[config.mk]
export PLATFORM = sky130hd
export DESIGN_NAME = clock_step_ctrl
export DESIGN_NICKNAME = d
export VERILOG_FILES = /design/src/rtl/clock_step_ctrl_pkg.sv /design/src/rtl/clock_step_ctrl_btn_repeat.sv /design/src/rtl/clock_step_ctrl.sv
export SDC_FILE = /design/constraint.sdc
export NUM_CORES = 1
export LEC_CHECK = 0
export CAP_MARGIN = 10
export CELL_PAD_IN_SITES_DETAIL_PLACEMENT = 0
export CELL_PAD_IN_SITES_GLOBAL_PLACEMENT = 2
export CORE_UTILIZATION = 38
export DETAILED_ROUTE_END_ITERATION = 6
export GPL_TIMING_DRIVEN = 0
export HOLD_SLACK_MARGIN = 0.03
export PLACE_DENSITY = 0.9
export SLEW_MARGIN = 5
export SYNTH_ARGS = -nofsm -noshare
export SYNTH_HDL_FRONTEND = slang
export SYNTH_SLANG_ARGS = --single-unit
[constraint.sdc]
create_clock -name clk -period 3.89 [get_ports clk]
set_clock_uncertainty 0.1 [all_clocks]
set_input_delay 0.5835 -clock clk [delete_from_list [all_inputs] [get_ports clk]]
set_output_delay 0.5835 -clock clk [all_outputs]
set_load 0.02 [all_outputs]
[src/rtl/clock_step_ctrl_pkg.sv]
// Shared types and constants for the digital-clock step controller.
// Holds the mode encoding, the display blink one-hot codes and two small
// helpers for mode sequencing.
package clock_ctrl_pkg;

  typedef enum logic [1:0] {
    MODE_RUN     = 2'd0,
    MODE_SET_HR  = 2'd1,
    MODE_SET_MIN = 2'd2,
    MODE_SET_SEC = 2'd3
  } mode_t;

  // The blink field is ordered {hr, min, sec}.
  localparam logic [2:0] BLINK_NONE = 3'b000;
  localparam logic [2:0] BLINK_HR   = 3'b100;
  localparam logic [2:0] BLINK_MIN  = 3'b010;
  localparam logic [2:0] BLINK_SEC  = 3'b001;

  // Cyclic mode order: RUN -> HR -> MIN -> SEC -> RUN.
  function automatic mode_t next_mode(input mode_t cur);
    case (cur)
      MODE_RUN:     next_mode = MODE_SET_HR;
      MODE_SET_HR:  next_mode = MODE_SET_MIN;
      MODE_SET_MIN: next_mode = MODE_SET_SEC;
      default:      next_mode = MODE_RUN;
    endcase
  endfunction

  // The field that blinks while that mode is active.
  function automatic logic [2:0] blink_of(input mode_t cur);
    case (cur)
      MODE_SET_HR:  blink_of = BLINK_HR;
      MODE_SET_MIN: blink_of = BLINK_MIN;
      MODE_SET_SEC: blink_of = BLINK_SEC;
      default:      blink_of = BLINK_NONE;
    endcase
  endfunction

endpackage

[src/rtl/clock_step_ctrl_btn_repeat.sv]
// Single-button auto-repeater: rising-edge detect plus a hold counter.
// req is a combinational one-cycle request for the sample taken this cycle;
// the parent registers it. The counter saturates inside the repeat window
// and reloads, so arbitrarily long holds never wrap it.
module btn_repeat #(
  parameter int REPEAT_DELAY = 8,
  parameter int REPEAT_RATE  = 4,
  parameter int CNT_W        = 16
) (
  input  logic clk,
  input  logic reset,
  input  logic btn,
  input  logic clear,
  output logic req
);

  localparam logic [CNT_W-1:0] DELAY_C = CNT_W'(REPEAT_DELAY);
  localparam logic [CNT_W-1:0] LAST_C  = CNT_W'(REPEAT_DELAY + REPEAT_RATE - 1);

  logic             btn_prev;
  logic             active;
  logic [CNT_W-1:0] hold_cnt;
  logic             rise;

  // The edge history keeps tracking the button even while cleared, so a
  // button held across a clear needs a fresh press to step again.
  assign rise = btn & ~btn_prev;

  // Request on the initial press and each time the hold count hits the delay point.
  always_comb begin
    req = 1'b0;
    if (!clear) begin
      if (rise) begin
        req = 1'b1;
      end else if (active && btn && (hold_cnt == DELAY_C)) begin
        req = 1'b1;
      end
    end
  end

  // Edge history and hold counter; hold_cnt equals cycles since the press.
  always_ff @(posedge clk or posedge reset) begin
    if (reset) begin
      btn_prev <= 1'b0;
      active   <= 1'b0;
      hold_cnt <= '0;
    end else begin
      btn_prev <= btn;
      if (clear || !btn) begin
        active   <= 1'b0;
        hold_cnt <= '0;
      end else if (rise) begin
        active   <= 1'b1;
        hold_cnt <= CNT_W'(1);
      end else if (active) begin
        if (hold_cnt == LAST_C) begin
          hold_cnt <= DELAY_C;
        end else begin
          hold_cnt <= hold_cnt + CNT_W'(1);
        end
      end
    end
  end

endmodule

[src/rtl/clock_step_ctrl.sv]
// Sequencing controller for the seconds/minutes/hours counter chain.
// RUN mode cascades the 1 Hz tick and counter carries into step pulses;
// SET modes freeze time and turn up/down buttons into auto-repeating
// step/decrement pulses for one selected field. All outputs registered.
module clock_step_ctrl
  import clock_ctrl_pkg::*;
#(
  parameter int REPEAT_DELAY = 8,
  parameter int REPEAT_RATE  = 4,
  parameter int CNT_W        = 16
) (
  input  logic       clk,
  input  logic       reset,
  input  logic       tick_1hz,
  input  logic       btn_mode,
  input  logic       btn_up,
  input  logic       btn_down,
  input  logic       sec_carry,
  input  logic       min_carry,
  output logic       sec_step,
  output logic       min_step,
  output logic       hr_step,
  output logic       step_dec,
  output mode_t      mode,
  output logic [2:0] blink
);

  logic  btn_mode_prev;
  logic  mode_edge;
  logic  clear_rep;
  logic  up_req;
  logic  down_req;
  logic  any_req;
  mode_t mode_nxt;

  // A mode press, RUN mode, or both buttons together all flush the repeaters.
  assign mode_edge = btn_mode & ~btn_mode_prev;
  assign clear_rep = (mode == MODE_RUN) | mode_edge | (btn_up & btn_down);
  assign mode_nxt  = mode_edge ? next_mode(mode) : mode;
  assign any_req   = up_req | down_req;

  btn_repeat #(
    .REPEAT_DELAY(REPEAT_DELAY),
    .REPEAT_RATE (REPEAT_RATE),
    .CNT_W       (CNT_W)
  ) u_rep_up (
    .clk  (clk),
    .reset(reset),
    .btn  (btn_up),
    .clear(clear_rep),
    .req  (up_req)
  );

  btn_repeat #(
    .REPEAT_DELAY(REPEAT_DELAY),
    .REPEAT_RATE (REPEAT_RATE),
    .CNT_W       (CNT_W)
  ) u_rep_down (
    .clk  (clk),
    .reset(reset),
    .btn  (btn_down),
    .clear(clear_rep),
    .req  (down_req)
  );

  // Mode FSM with registered step, direction and blink outputs.
  always_ff @(posedge clk or posedge reset) begin
    if (reset) begin
      btn_mode_prev <= 1'b0;
      mode          <= MODE_RUN;
      blink         <= BLINK_NONE;
      sec_step      <= 1'b0;
      min_step      <= 1'b0;
      hr_step       <= 1'b0;
      step_dec      <= 1'b0;
    end else begin
      btn_mode_prev <= btn_mode;
      mode          <= mode_nxt;
      blink         <= blink_of(mode_nxt);
      sec_step      <= 1'b0;
      min_step      <= 1'b0;
      hr_step       <= 1'b0;
      step_dec      <= 1'b0;
      case (mode)
        MODE_RUN: begin
          sec_step <= tick_1hz;
          min_step <= sec_carry;
          hr_step  <= min_carry;
        end
        MODE_SET_HR: begin
          hr_step  <= any_req;
          step_dec <= down_req;
        end
        MODE_SET_MIN: begin
          min_step <= any_req;
          step_dec <= down_req;
        end
        MODE_SET_SEC: begin
          sec_step <= any_req;
          step_dec <= down_req;
        end
        default: begin
          sec_step <= 1'b0;
        end
      endcase
    end
  end

endmodule
======== Word level (Yosys, flattened, before mapping) ========
Cells that the tools add are included.
operators by class
  $add $sub $neg .......................... 2
  equality and inequality tests ........... 10
  multiplexer cells ....................... 25
  bitwise operators ....................... 10
  reductions and logical operators ........ 14
operator list
  kind                   number
  $mux 16                8
  $eq 16x4->1 const B    4
  $add 16x1->16 const B  2
  $mux 1                 11
  $pmux 3 s3             1
  $eq 2x2->1 const B     4
  $pmux 1 s2             3
  $pmux 2 s3             1
  $reduce_bool 3->1      2
  $and 1x1->1            4
  $eq 2x1->1 const B     2
  $logic_and 1x1->1      4
  $reduce_bool 2->1      2
  $not 1->1              3
  $or 1x1->1             3
  $reduce_or 3->1        1
  $logic_not 1->1        2
  $logic_not 2->1        1
  $logic_or 1x1->1       2
  $mux 2                 1
storage, ports and cells
  register bits ........................... 46
  input bits .............................. 8
  output and inout bits ................... 9
  word-level logic and storage cells ...... 74

======== Logic depth before layout (Yosys ltp) ========
  depth in word-level cells ............... 7
  depth in mapped cells ................... 9
  depth with buffers taken out ............ 6

======== Cells and area by module ========
From an unflattened synthesis, not the netlist that was laid out.
unflattened totals
  cell total of the unflattened synthesis .. 283
  area total of the unflattened synthesis .. 2668.8 µm²
by module, submodules not included
  module           instances  cells each  area an instance (µm²)  sequential area each (µm²)
  btn_repeat       2          122         1103.6                  450.4
  clock_step_ctrl  1          39          461.7                   250.2

======== Worst setup path after synthesis ========
No wires, ideal clock.
  path type ............................... flip-flop to flip-flop
  start point ............................. register mode[0]
  end point ............................... register u_rep_up.hold_cnt[12]
  data arrival time ....................... 1.955 ns
  data required time ...................... 3.708 ns
  setup slack ............................. 1.753 ns
  stages on the path, launching flop included .. 10
  path through ............................ dfrtp_1 > inv_1 > ha_1 > clkbuf_1 > nand3b_2 > a211oi_4 > buf_6 > buf_6 > nand2_1 > a31oi_1
between the ends
  longest elaborated chain between the ends .. 5
ends and longest elaborated chain
  what                                                           RTL line                          text
  start, declared                                                clock_step_ctrl.sv:24             output mode_t mode,
  start signal, assigned                                         clock_step_ctrl.sv:78             mode <= mode_nxt;
  $logic_not 2->1 *                                              clock_step_ctrl.sv:38             assign clear_rep = (mode == MODE_RUN) | mode_edge | (btn_up & btn_down);
  $or 1x1->1 * (2 in a row)                                      clock_step_ctrl.sv:38
  $logic_or 1x1->1 *                                             clock_step_ctrl_btn_repeat.sv:49  if (clear || !btn) begin
  $reduce_bool 3->1 (no source line) or $mux 16 (tied branches)  --
  end signal, assigned                                           clock_step_ctrl_btn_repeat.sv:59  hold_cnt <= hold_cnt + CNT_W'(1);
  end, declared                                                  clock_step_ctrl_btn_repeat.sv:22  logic [CNT_W-1:0] hold_cnt;
Mark *: on every way between the ends. The rest lies on a longest branch, timed or not.
A chain may end at the register's enable or synchronous reset.

======== Worst setup path in the final report ========
  start point ............................. input btn_down
  end point ............................... register u_rep_up.hold_cnt[14]
between the ends
  longest elaborated chain between the ends .. 4
ends and longest elaborated chain
  what                                                           RTL line                          text
  start, declared                                                clock_step_ctrl.sv:17             input logic btn_down,
  $and 1x1->1 *                                                  clock_step_ctrl.sv:38
  $or 1x1->1 *                                                   clock_step_ctrl.sv:38
  $logic_or 1x1->1 *                                             clock_step_ctrl_btn_repeat.sv:49
  $reduce_bool 3->1 (no source line) or $mux 16 (tied branches)  --
Marked as above.

==> out/summary.log <==
qor: grt.grt_antenna_before_repair 0
qor: sta.post-route-min-period 2.36 ns
qor: sta.layout_setup_ws 1.53 ns
qor: clocking.cts_buffers 5
qor: yosys.synthArstFlopShare 100%
qor: sta.timing.slew.headroom 64.1%
qor: layout.antenna_cells 0
qor: yosys.synth_warnings 0
qor: grt.grt_overflow 0
qor: layout.fillers 642
qor: sta.hold-worst-slack 0.401 ns
qor: yosys.synth_edf_count 0
qor: floorplan.std_cell_rows 29
qor: layout.area.growth.synth_to_final 15.0%
qor: yosys.syn-cell-area 2590 µm²
qor: sta.finalSetupViolations 0
qor: worst_setup_path.crit_top_cell sky130_fd_sc_hd__buf_6
qor: worst_setup_path.critical_path_depth 8
qor: clocking.clock_sink_count 46
qor: clocking.postCtsResizedCells 0
qor: sta.rsz0062_at_grt no
qor: floorplan.die-area 7160 µm²
qor: drt.post_drt_via_cell_ratio 5.66
qor: worst_setup_path.crit_type in -> reg
qor: floorplan.ports_placed_on_the_boundary 17
qor: worst_setup_path.cp_slowest_stage_delay 0.52 ns
qor: drt.detail_route.wirelength 5550 µm
qor: worst_setup_path.worst_setup_path_start btn_down
qor: worst_setup_path.worst_setup_path_start_kind primary input
qor: placement.post_dp_hpwl 3910 µm
qor: yosys.yosysMostFrequentCell sky130_fd_sc_hd__dfrtp_1
qor: yosys.main_synth_ff_type sky130_fd_sc_hd__dfrtp_1
qor: grt.via_count_of_the_first_global_routing_pass 2009
qor: yosys.synth_fp_nets 288
qor: drt.drtAntennaViolNets 0
qor: yosys.netlist_top_cells_count 46 x sky130_fd_sc_hd__dfrtp_1, 29 x sky130_fd_sc_hd__nand2_1, 23 x sky130_fd_sc_hd__nor2_1
qor: grt.global_route.usage.total 16.8%
qor: worst_setup_path.r2r_end u_rep_up.hold_cnt[14]
qor: layout.finalNonFillerCells 374
qor: worst_setup_path.worstPathBufferInverterCount 3
qor: clocking.cts.htree.levels 2
qor: power.powerDensity 406 nW/µm²
qor: placement.final_estimated_routing_congestion_in_global_placement 0.786
qor: power.design_power_total 1.21 mW
qor: clocking.postCtsSetupRepairBufs 0
qor: drt.drt-initial-drc-count 97
qor: layout.fin_area 2980 µm²
qor: drt.first_pass_iteration_count_of_the_detailed_router 4
qor: run_status.outcome complete, no violations
qor: worst_setup_path.r2r_cells 9
qor: worst_setup_path.setup.reg_to_reg.worst_slack 1.59 ns
qor: yosys.synth_cell_type_count 50
qor: grt.grt_first_pass_wirelength 9640 µm
qor: power.power.leakage 1.28 nW
qor: worst_setup_path.critical_path_data_arrival_time 2.48 ns
qor: worst_setup_path.critical_path.cell_chain clkdlybuf4s50_1 > and3b_1 > nand3b_2 > a211oi_4 > buf_6 > buf_6 > nand2_1 > a31oi_1
qor: worst_hold_path.hp-class in -> async
qor: sta.timing.final.crit_share 60.5%
qor: worst_setup_path.critical_path.slowest_cell sky130_fd_sc_hd__clkdlybuf4s50_1
qor: clocking.clock_tree.root_cell sky130_fd_sc_hd__clkbuf_8
qor: floorplan.die_y 84.6 µm
qor: yosys.syn_inst 272
qor: worst_setup_path.endpoint u_rep_up.hold_cnt[14]
qor: placement.place.port_buffers 16
qor: worst_setup_path.timing.critical_path.to_type flop
qor: placement.dpl_worst_slack 1.19 ns
qor: layout.final_core_utilization 46.2%
qor: floorplan.floorplan.core_area 6460 µm²
qor: clocking.clkTransAtPathRegs 0.09 ns
qor: yosys.flip_flop_and_latch_count_after_synthesis 46
qor: flow_run.drv.max_cap_violation_count 0
qor: yosys.yosysTopAreaCell sky130_fd_sc_hd__dfrtp_1
qor: yosys.synth.yosys.seq_area_share 44.4%
qor: grt.grt_start_max_net_pins 38
qor: placement.placed_area 2870 µm²
qor: yosys.syn-mean-instance-area 9.53 µm²
qor: power.worst_ir_drop_vdd 400 µV
qor: clocking.clock_insertion_delay_worst_skew 0.31 ns
qor: sta.slew_viol_final 0
qor: clocking.ctsLongestPathBuffers 2
qor: worst_setup_path.required 4.02 ns
qor: worst_setup_path.worstReg2RegStart mode[0]
qor: drt.routed-via-count 2118
qor: sta.setup_tns 0 ns
qor: placement.placed_cells 366
qor: yosys.post-synth-top-area-fraction 44.4%
qor: layout.drive_gt1_share 9.43%
qor: worst_setup_path.critPathMaxFanout 10
qor: sta.timing.final.hold_violations 0
qor: drt.routed_wire_length_per_instance 14.8 µm
qor: drt.post-route-drc-count 0
qor: floorplan.die_x 84.6 µm
qor: clocking.tritoncts yes
qor: sta.maxClockFrequency 425 MHz
qor: sta.worst_slew_pin_slew 0.533 ns
qor: floorplan.initial_core_util 40.1%
qor: clocking.post_cts_hold_buffer_count 0
qor: yosys.synth.top_cells.by_area sky130_fd_sc_hd__dfrtp_1 44%, sky130_fd_sc_hd__nand2_1 4.2%, sky130_fd_sc_hd__a21oi_1 3.9%, sky130_fd_sc_hd__ha_1 3.9%, sky130_fd_sc_hd__a31oi_1 3.4%
qor: layout.final_nets 312
qor: worst_setup_path.timing.critical_path.max_delay_family buffers and inverters
layout by cell type (no fill, tap or decap), drive strengths merged, types with 4 or more instances in the layout:
master         count
dfrtp             46
nand2             29
nor2              23
a21oi             20
clkdlybuf4s50     16
a31oi             14
inv               14
nand3             13
nand4             10
buf               10
clkbuf             9
and3               8
ha                 8
o21ai              8
nor4               6
and4               6
nand2b             5
nor2b              5
a41oi              5
mux2i              4
a22o               4
nor3               4
worst reg2reg max path, cell delays in order, from the launching register on:
cell and delay (ns):
sky130_fd_sc_hd__dfrtp_1 0.42, sky130_fd_sc_hd__inv_1 0.08, sky130_fd_sc_hd__ha_1 0.19, sky130_fd_sc_hd__clkbuf_1 0.18, sky130_fd_sc_hd__nand3b_2 0.32, sky130_fd_sc_hd__a211oi_4 0.36, sky130_fd_sc_hd__buf_6 0.20, sky130_fd_sc_hd__buf_6 0.15
sky130_fd_sc_hd__nand2_1 0.07, sky130_fd_sc_hd__a31oi_1 0.15
state kept, by name, summed over array words and instances (netlist names):
signal,count
sec_step,1
u_rep_up.hold_cnt,16
u_rep_up.btn_prev,1
u_rep_down.active,1
hr_step,1
u_rep_down.btn_prev,1
min_step,1
step_dec,1
mode,2
btn_mode_prev,1
u_rep_up.active,1
blink,3
u_rep_down.hold_cnt,16
cells by family after synthesis:
logic type | share of synthesized area [%]
compound gates | 16.5
xor+xnor | 1.01
mux | 1.54
flops | 44.4
simple gates | 26.9
fa+ha+maj | 3.86
buf+inv | 5.79
per-layer routing:
layer  routed length [µm]  vias up  global-route usage (%)
met3                  141        7                    3.05
met5                    0        -                       0
met4                   60        0                    5.55
met2                 2560       23                    27.3
met1                 2780     1043                    22.8
li1                     -     1045                       -
cell type report:
type                    instances  area [µm²]  share of cell area, %
plain buffers                  13         101                   3.40
clock buffers                   5        68.8                   2.31
clock inverters                 3        43.8                   1.47
inverters                      13        48.8                   1.64
multi-input cells             200        1290                   43.3
flip-flops and latches         46        1150                   38.6
well taps                      77        96.3                   3.23
repair buffers                 17         180                   6.04
worst min-delay path by stage:
stage	start	endpoint	slack (ns)	cells after the start
6_report	reset	u_rep_up.hold_cnt[1]	0.40	2
5_1_grt	reset	u_rep_up.hold_cnt[1]	0.43	2
4_1_cts	reset	u_rep_up.hold_cnt[1]	0.40	2
3_5_place_dp	u_rep_up.hold_cnt[13]	u_rep_up.hold_cnt[13]	0.40	1
3_3_place_gp	u_rep_up.hold_cnt[14]	u_rep_up.hold_cnt[14]	0.40	1
2_1_floorplan	u_rep_up.hold_cnt[13]	u_rep_up.hold_cnt[13]	0.37	1
where the power goes:
| part | total, mW | switching, mW | internal (mW) |
|---|---|---|---|
| Clock | 0.367 | 0.174 | 0.193 |
| Combinational | 0.297 | 0.165 | 0.132 |
| Sequential | 0.546 | 0.0263 | 0.520 |
| Total | 1.21 | 0.366 | 0.845 |
Power figures use the tool's default switching activity.
